[src/rtl/rx_fifo_axis_pkg.sv]
// Shared types, default sizes and helpers for the receive-FIFO AXI-Stream self-test.
package rx_fifo_axis_pkg;

  typedef enum logic [1:0] {
    IDLE = 2'd0,
    RUN  = 2'd1,
    DONE = 2'd2
  } state_e;

  localparam int unsigned DEF_DATA_WIDTH = 32;
  localparam int unsigned DEF_FIFO_DEPTH = 16;
  localparam int unsigned DEF_NUM_WORDS  = 64;

  // Word counters cover up to 2^16-1 words per transaction
  localparam int unsigned CNT_W = 16;

  // Pointer width: one extra MSB distinguishes full from empty
  function automatic int unsigned ptr_width(input int unsigned depth);
    return 32'($clog2(depth) + 1);
  endfunction

endpackage

[src/rtl/rx_fifo_axis_top_fifo.sv]
// Register-array AXI-Stream FIFO carrying data plus tlast, with synchronous flush.
module axis_fifo
  import rx_fifo_axis_pkg::*;
#(
  parameter int unsigned DATA_WIDTH = DEF_DATA_WIDTH,
  parameter int unsigned FIFO_DEPTH = DEF_FIFO_DEPTH
) (
  input  logic                  clk,
  input  logic                  rst_n,
  input  logic                  flush,
  input  logic [DATA_WIDTH-1:0] s_tdata,
  input  logic                  s_tlast,
  input  logic                  s_tvalid,
  output logic                  s_tready,
  output logic [DATA_WIDTH-1:0] m_tdata,
  output logic                  m_tlast,
  output logic                  m_tvalid,
  input  logic                  m_tready
);

  localparam int unsigned PTR_W  = ptr_width(FIFO_DEPTH);
  localparam int unsigned ADDR_W = PTR_W - 1;

  logic [DATA_WIDTH:0] mem_q [FIFO_DEPTH];
  logic [PTR_W-1:0]    wr_ptr_q, wr_ptr_d;
  logic [PTR_W-1:0]    rd_ptr_q, rd_ptr_d;
  logic                full_c;
  logic                empty_c;
  logic                wr_en_c;
  logic                rd_en_c;

  // Full when the wrap bits differ and the address bits match
  assign full_c  = (wr_ptr_q[PTR_W-1] != rd_ptr_q[PTR_W-1]) &&
                   (wr_ptr_q[ADDR_W-1:0] == rd_ptr_q[ADDR_W-1:0]);
  assign empty_c = (wr_ptr_q == rd_ptr_q);

  assign s_tready = ~full_c;
  assign m_tvalid = ~empty_c;
  assign {m_tlast, m_tdata} = mem_q[rd_ptr_q[ADDR_W-1:0]];

  assign wr_en_c = s_tvalid & ~full_c;
  assign rd_en_c = m_tvalid & m_tready;

  // Pointer next-state: flush empties the FIFO, otherwise advance on handshakes
  always_comb begin
    wr_ptr_d = wr_ptr_q;
    rd_ptr_d = rd_ptr_q;
    if (flush) begin
      wr_ptr_d = '0;
      rd_ptr_d = '0;
    end else begin
      if (wr_en_c) wr_ptr_d = wr_ptr_q + PTR_W'(1);
      if (rd_en_c) rd_ptr_d = rd_ptr_q + PTR_W'(1);
    end
  end

  // Pointer registers
  always_ff @(posedge clk or negedge rst_n) begin
    if (!rst_n) begin
      wr_ptr_q <= '0;
      rd_ptr_q <= '0;
    end else begin
      wr_ptr_q <= wr_ptr_d;
      rd_ptr_q <= rd_ptr_d;
    end
  end

  // Storage write; contents need no reset since the pointers gate visibility
  always_ff @(posedge clk) begin
    if (wr_en_c && !flush) begin
      mem_q[wr_ptr_q[ADDR_W-1:0]] <= {s_tlast, s_tdata};
    end
  end

endmodule

[src/rtl/rx_fifo_axis_top.sv]
// Self-test top: start edge detector, control FSM, incrementing stream source and checking sink.
module rx_fifo_axis_top
  import rx_fifo_axis_pkg::*;
#(
  parameter int unsigned DATA_WIDTH  = DEF_DATA_WIDTH,
  parameter int unsigned FIFO_DEPTH  = DEF_FIFO_DEPTH,
  parameter int unsigned NUM_WORDS   = DEF_NUM_WORDS,
  parameter int unsigned START_VALUE = 1,
  parameter int unsigned THROTTLE    = 1
) (
  input  logic clk,
  input  logic rst_n,
  input  logic init_axi_txn,
  output logic compare_done,
  output logic error_out
);

  localparam logic [CNT_W-1:0]      WORDS    = CNT_W'(NUM_WORDS);
  localparam logic [CNT_W-1:0]      LAST_IDX = CNT_W'(NUM_WORDS - 1);
  localparam logic [DATA_WIDTH-1:0] START_W  = DATA_WIDTH'(START_VALUE);

  state_e                state_q, state_d;
  logic                  init_q;
  logic                  start_c;
  logic                  flush_c;
  logic [CNT_W-1:0]      tx_cnt_q, tx_cnt_d;
  logic [CNT_W-1:0]      rx_cnt_q, rx_cnt_d;
  logic                  tog_q, tog_d;
  logic                  done_q, done_d;
  logic                  err_q, err_d;

  logic                  src_tvalid;
  logic                  src_tready;
  logic                  src_tlast;
  logic [DATA_WIDTH-1:0] src_tdata;
  logic [DATA_WIDTH-1:0] m_tdata;
  logic                  m_tlast;
  logic                  m_tvalid;
  logic                  m_tready;
  logic                  src_fire_c;
  logic                  rx_fire_c;
  logic                  rx_is_last_c;

  // A held request produces a single start pulse
  assign start_c = init_axi_txn & ~init_q;

  // Request history for edge detection
  always_ff @(posedge clk or negedge rst_n) begin
    if (!rst_n) init_q <= 1'b0;
    else        init_q <= init_axi_txn;
  end

  // Source: incrementing words straight from the registered counter, so stable while stalled
  assign src_tvalid = (state_q == RUN) && (tx_cnt_q < WORDS);
  assign src_tdata  = START_W + DATA_WIDTH'(tx_cnt_q);
  assign src_tlast  = (tx_cnt_q == LAST_IDX);
  assign src_fire_c = src_tvalid & src_tready;

  // Sink: ready every cycle, or on alternate cycles to back up the FIFO
  assign m_tready     = (state_q == RUN) && ((THROTTLE == 0) || tog_q);
  assign rx_fire_c    = m_tvalid & m_tready;
  assign rx_is_last_c = (rx_cnt_q == LAST_IDX);

  // A new run empties whatever a previous run may have left behind
  assign flush_c = start_c && (state_q != RUN);

  axis_fifo #(
    .DATA_WIDTH (DATA_WIDTH),
    .FIFO_DEPTH (FIFO_DEPTH)
  ) u_fifo (
    .clk      (clk),
    .rst_n    (rst_n),
    .flush    (flush_c),
    .s_tdata  (src_tdata),
    .s_tlast  (src_tlast),
    .s_tvalid (src_tvalid),
    .s_tready (src_tready),
    .m_tdata  (m_tdata),
    .m_tlast  (m_tlast),
    .m_tvalid (m_tvalid),
    .m_tready (m_tready)
  );

  // Next-state: run control, counters, throttle toggle and sticky result flags
  always_comb begin
    state_d  = state_q;
    tx_cnt_d = tx_cnt_q;
    rx_cnt_d = rx_cnt_q;
    tog_d    = tog_q;
    done_d   = done_q;
    err_d    = err_q;
    unique case (state_q)
      IDLE, DONE: begin
        if (start_c) begin
          state_d  = RUN;
          tx_cnt_d = '0;
          rx_cnt_d = '0;
          tog_d    = 1'b0;
          done_d   = 1'b0;
          err_d    = 1'b0;
        end
      end
      RUN: begin
        tog_d = ~tog_q;
        if (src_fire_c) tx_cnt_d = tx_cnt_q + CNT_W'(1);
        if (rx_fire_c) begin
          if (m_tdata != START_W + DATA_WIDTH'(rx_cnt_q)) err_d = 1'b1;
          if (m_tlast != rx_is_last_c)                    err_d = 1'b1;
          rx_cnt_d = rx_cnt_q + CNT_W'(1);
          if (rx_is_last_c)            done_d  = 1'b1;
          // A corrupted tlast still must not leave the FSM stuck in RUN
          if (m_tlast || rx_is_last_c) state_d = DONE;
        end
      end
      default: state_d = IDLE;
    endcase
  end

  // State and datapath registers
  always_ff @(posedge clk or negedge rst_n) begin
    if (!rst_n) begin
      state_q  <= IDLE;
      tx_cnt_q <= '0;
      rx_cnt_q <= '0;
      tog_q    <= 1'b0;
      done_q   <= 1'b0;
      err_q    <= 1'b0;
    end else begin
      state_q  <= state_d;
      tx_cnt_q <= tx_cnt_d;
      rx_cnt_q <= rx_cnt_d;
      tog_q    <= tog_d;
      done_q   <= done_d;
      err_q    <= err_d;
    end
  end

  assign compare_done = done_q;
  assign error_out    = err_q;

endmodule

[config.mk]
export PLATFORM = sky130hd
export DESIGN_NAME = rx_fifo_axis_top
export DESIGN_NICKNAME = d
export VERILOG_FILES = /design/src/rtl/rx_fifo_axis_pkg.sv /design/src/rtl/rx_fifo_axis_top_fifo.sv /design/src/rtl/rx_fifo_axis_top.sv
export SDC_FILE = /design/constraint.sdc
export NUM_CORES = 1
export LEC_CHECK = 0
export BUFFER_PORTS_ARGS = -buffer_cell sky130_fd_sc_hd__buf_2
export CAP_MARGIN = 0
export CORE_MARGIN = 4
export CORE_UTILIZATION = 60
export CTS_CLUSTER_DIAMETER = 120
export CTS_CLUSTER_SIZE = 40
export DETAILED_ROUTE_END_ITERATION = 8
export PLACE_DENSITY = 0.87
export SYNTH_ARGS = -nofsm -noshare
export SYNTH_HDL_FRONTEND = slang
export SYNTH_SLANG_ARGS = --single-unit
[constraint.sdc]
create_clock -name clk -period 9.8 [get_ports clk]
set_clock_uncertainty 0.15 [all_clocks]
set_input_delay 0 -clock clk [delete_from_list [all_inputs] [get_ports clk]]
set_output_delay 0 -clock clk [all_outputs]
set_load 0.01 [all_outputs]
==> qor.yml <==
run_status: "finished clean"
reg2reg_depth: 11
synth_warnings: 0
cts_tree: "done"
crit_path_start: "u_fifo.rd_ptr_q[0]$_DFFE_PN0P_"
reg2reg_from: "u_fifo.rd_ptr_q[0]$_DFFE_PN0P_"
setup_viol: 0
met3_length_um: 3400
hpwlAfterDp_um: 20600
initial_core_util: 0.616
synth_enable_flop_cells: 288
fmax_mhz: 217
nNetsFinal: 840
vdd_drop_max_mv: 0.149
die-area_um2: 26000
antenna_found_initial: 0
diodes: 0
top_layer_used: "met4"
final_util: 0.650
layout-drive-gt1-share: 0.161
arrival_ps: 4890
root_buffer: "clkbuf_16"
syn_inst: 835
die_y_um: 161
syn-num-nets: 846
required_ps: 10080
final_cell_mix: "edfxtp_1, mux4_2, dfrtp_1, nor2_1, nand2_1"
start_kind: "flop"
grt_pass1_wl_um: 48400
clock_sinks: 336
core_area_um2: 22800
tightest_slew_ps: 1240
wl_met2_um: 15200
leakage_nw: 5.12
cts_max_level: 1
hold_viol: 0
finalMaxSlewViolations: 0
grt_pass1_vias: 7697
io_buffer_count: 4
syn_area_um2: 14100
die_x_um: 161
maxSlewHeadroom: 0.170
syn_avg_cell_area_um2: 16.8
setup_tns_ps: 0
hp-start: "init_axi_txn"
fin_crit_ps: 4610
gp_congestion: 0.855
seq_area_frac_synth: 0.700
post-route-period-util: 0.470
rsz0062_at_grt: "false"
critPathKind: "reg2reg"
hold_path_depth: 5
cellPowerDensity_nw_per_um2: 236
routedWlPerCell_um: 28.1
drt_iter0_drc: 1137
drt_wl_total_um: 32200
max_cap_violations: 0
via_per_inst: 6.87
firstDrtPassIters: 5
cp-end-kind: "flop"
insertion_delay_ps: 530
r2r_slack_ps: 5190
ys_ff_latch: 336
layout_commonest_cell: "edfxtp_1"
vias: 7868
clkTransAtPathRegs_ps: 140
grt.total_usage: 0.250
crit_fanout: 35
clk_path_buf_depth: 3
synthFlopType: "edfxtp_1"
drc_errors: 0
route.layer.met1.wl_um: 12400
final_antenna_net_count: 0
ys_types: 54
grt_max_degree: 49
area_delta_synth_final_pct: 5.63
hold_path.class: "in2reg"
grt-ovfl-total: 0
rows: 55
ios: 5
async_reset_ff_frac: 0.143
numCtsBuffers: 12
-- final cells by class --
type	instances	area, um2
Tap cell	313	392
Clock inverter	2	28.8
Timing Repair Buffer	28	214
Sequential cell	336	9850
Fill cell	1499	7990
Clock buffer	15	333
Inverter	8	30.0
Multi-Input combinational cell	443	4010
-- synthesized netlist by cell type (5+ instances only) --
library cell,n,area (um2)
nand3_1,27,135
a221oi_1,11,96.3
xor2_1,19,166
nor2_1,56,210
nand2b_1,5,31.3
or2_2,6,37.5
nor4_1,7,43.8
ha_1,8,100
o31ai_1,9,67.6
a21oi_1,9,45.0
nor3_1,9,45.0
edfxtp_1,288,8650
a22oi_1,10,75.1
mux4_2,60,1350
or3_1,7,43.8
clkbuf_1,24,90.1
o21ai_0,35,175
inv_1,7,26.3
xnor2_1,23,201
and3_1,16,100
mux4_1,6,158
buf_6,5,56.3
mux2i_1,26,260
buf_2,9,45.0
nand2_1,37,139
nor2b_1,8,50.1
dfrtp_1,48,1200
nand4_1,9,56.3
a22o_1,5,43.8
-- where the power goes --
group | leakage (nW) | total [mW] | internal (mW) | switching [mW]
clock | 0.176 | 0.661 | 0.252 | 0.409
combinational | 1.48 | 0.999 | 0.402 | 0.597
sequential | 3.46 | 1.84 | 1.73 | 0.107
-- flip-flops by register name (all words and copies together), names as in the netlist --
signal           cells
u_fifo.mem_q       288
rx_cnt_q            16
tx_cnt_q            16
u_fifo.rd_ptr_q      5
u_fifo.wr_ptr_q      5
state_q              2
compare_done         1
error_out            1
init_q               1
tog_q                1
-- per-layer routing --
metal  track usage  up-vias
met2         0.387      499
met5             0        -
met1         0.366     4037
met3        0.0515       74
met4        0.0795        0
li1              -     3258
-- worst max-delay path, cell delays in order (launching register included) --
cell and delay, ps:
dfrtp_4 760, buf_4 520, buf_4 640, mux4_2 600, mux4_2 490, inv_1 90
ha_1 220, or3_1 370, nor3b_1 200, nand4_1 130, a2111oi_2 210, a21oi_1 100
-- logic make-up after synthesis --
logic type | share of synthesized area
compound gates | 0.0470
xor+xnor | 0.0261
fa+ha+maj | 0.00712
buf+inv | 0.0212
flops | 0.700
mux | 0.127
simple gates | 0.0719
-- through the flow --
stage / instances / setup slack (ps) / hold WS [ps] / area (um2) / power (mW)
finish: 1145 / 5190 / 250 / 14900 / 3.50
global route: 1145 / 4850 / 351 / 14900 / 3.64
CTS: 1144 / 5110 / 248 / 14800 / 3.49
detailed placement: 1123 / 5130 / -19.7 / 14400 / 2.85
global placement: 1123 / 5170 / -21.3 / 14400 / 2.81
floorplan: 835 / 6300 / -446 / 14100 / 2.56
-- what timing repair did --
item | 4_1_cts | 5_1_grt
hold endpoints to repair | 59 | 0
gates resized for setup | 0 | 0
buffers inserted | 0 | 0
hold buffers | 4 | 0
-- path summary, 6_finish.rpt --
path                                                  end
max                                 error_out$_DFFE_PN0P_
min                                state_q[1]$_DFFE_PN0P_
max reg2reg                         error_out$_DFFE_PN0P_
min reg2reg                             tog_q$_DFFE_PN0P_
max in group asynchronous  u_fifo.rd_ptr_q[0]$_DFFE_PN0P_
min in group asynchronous        rx_cnt_q[14]$_DFFE_PN0P_
No activity file was read; power rests on OpenSTA's default activity.
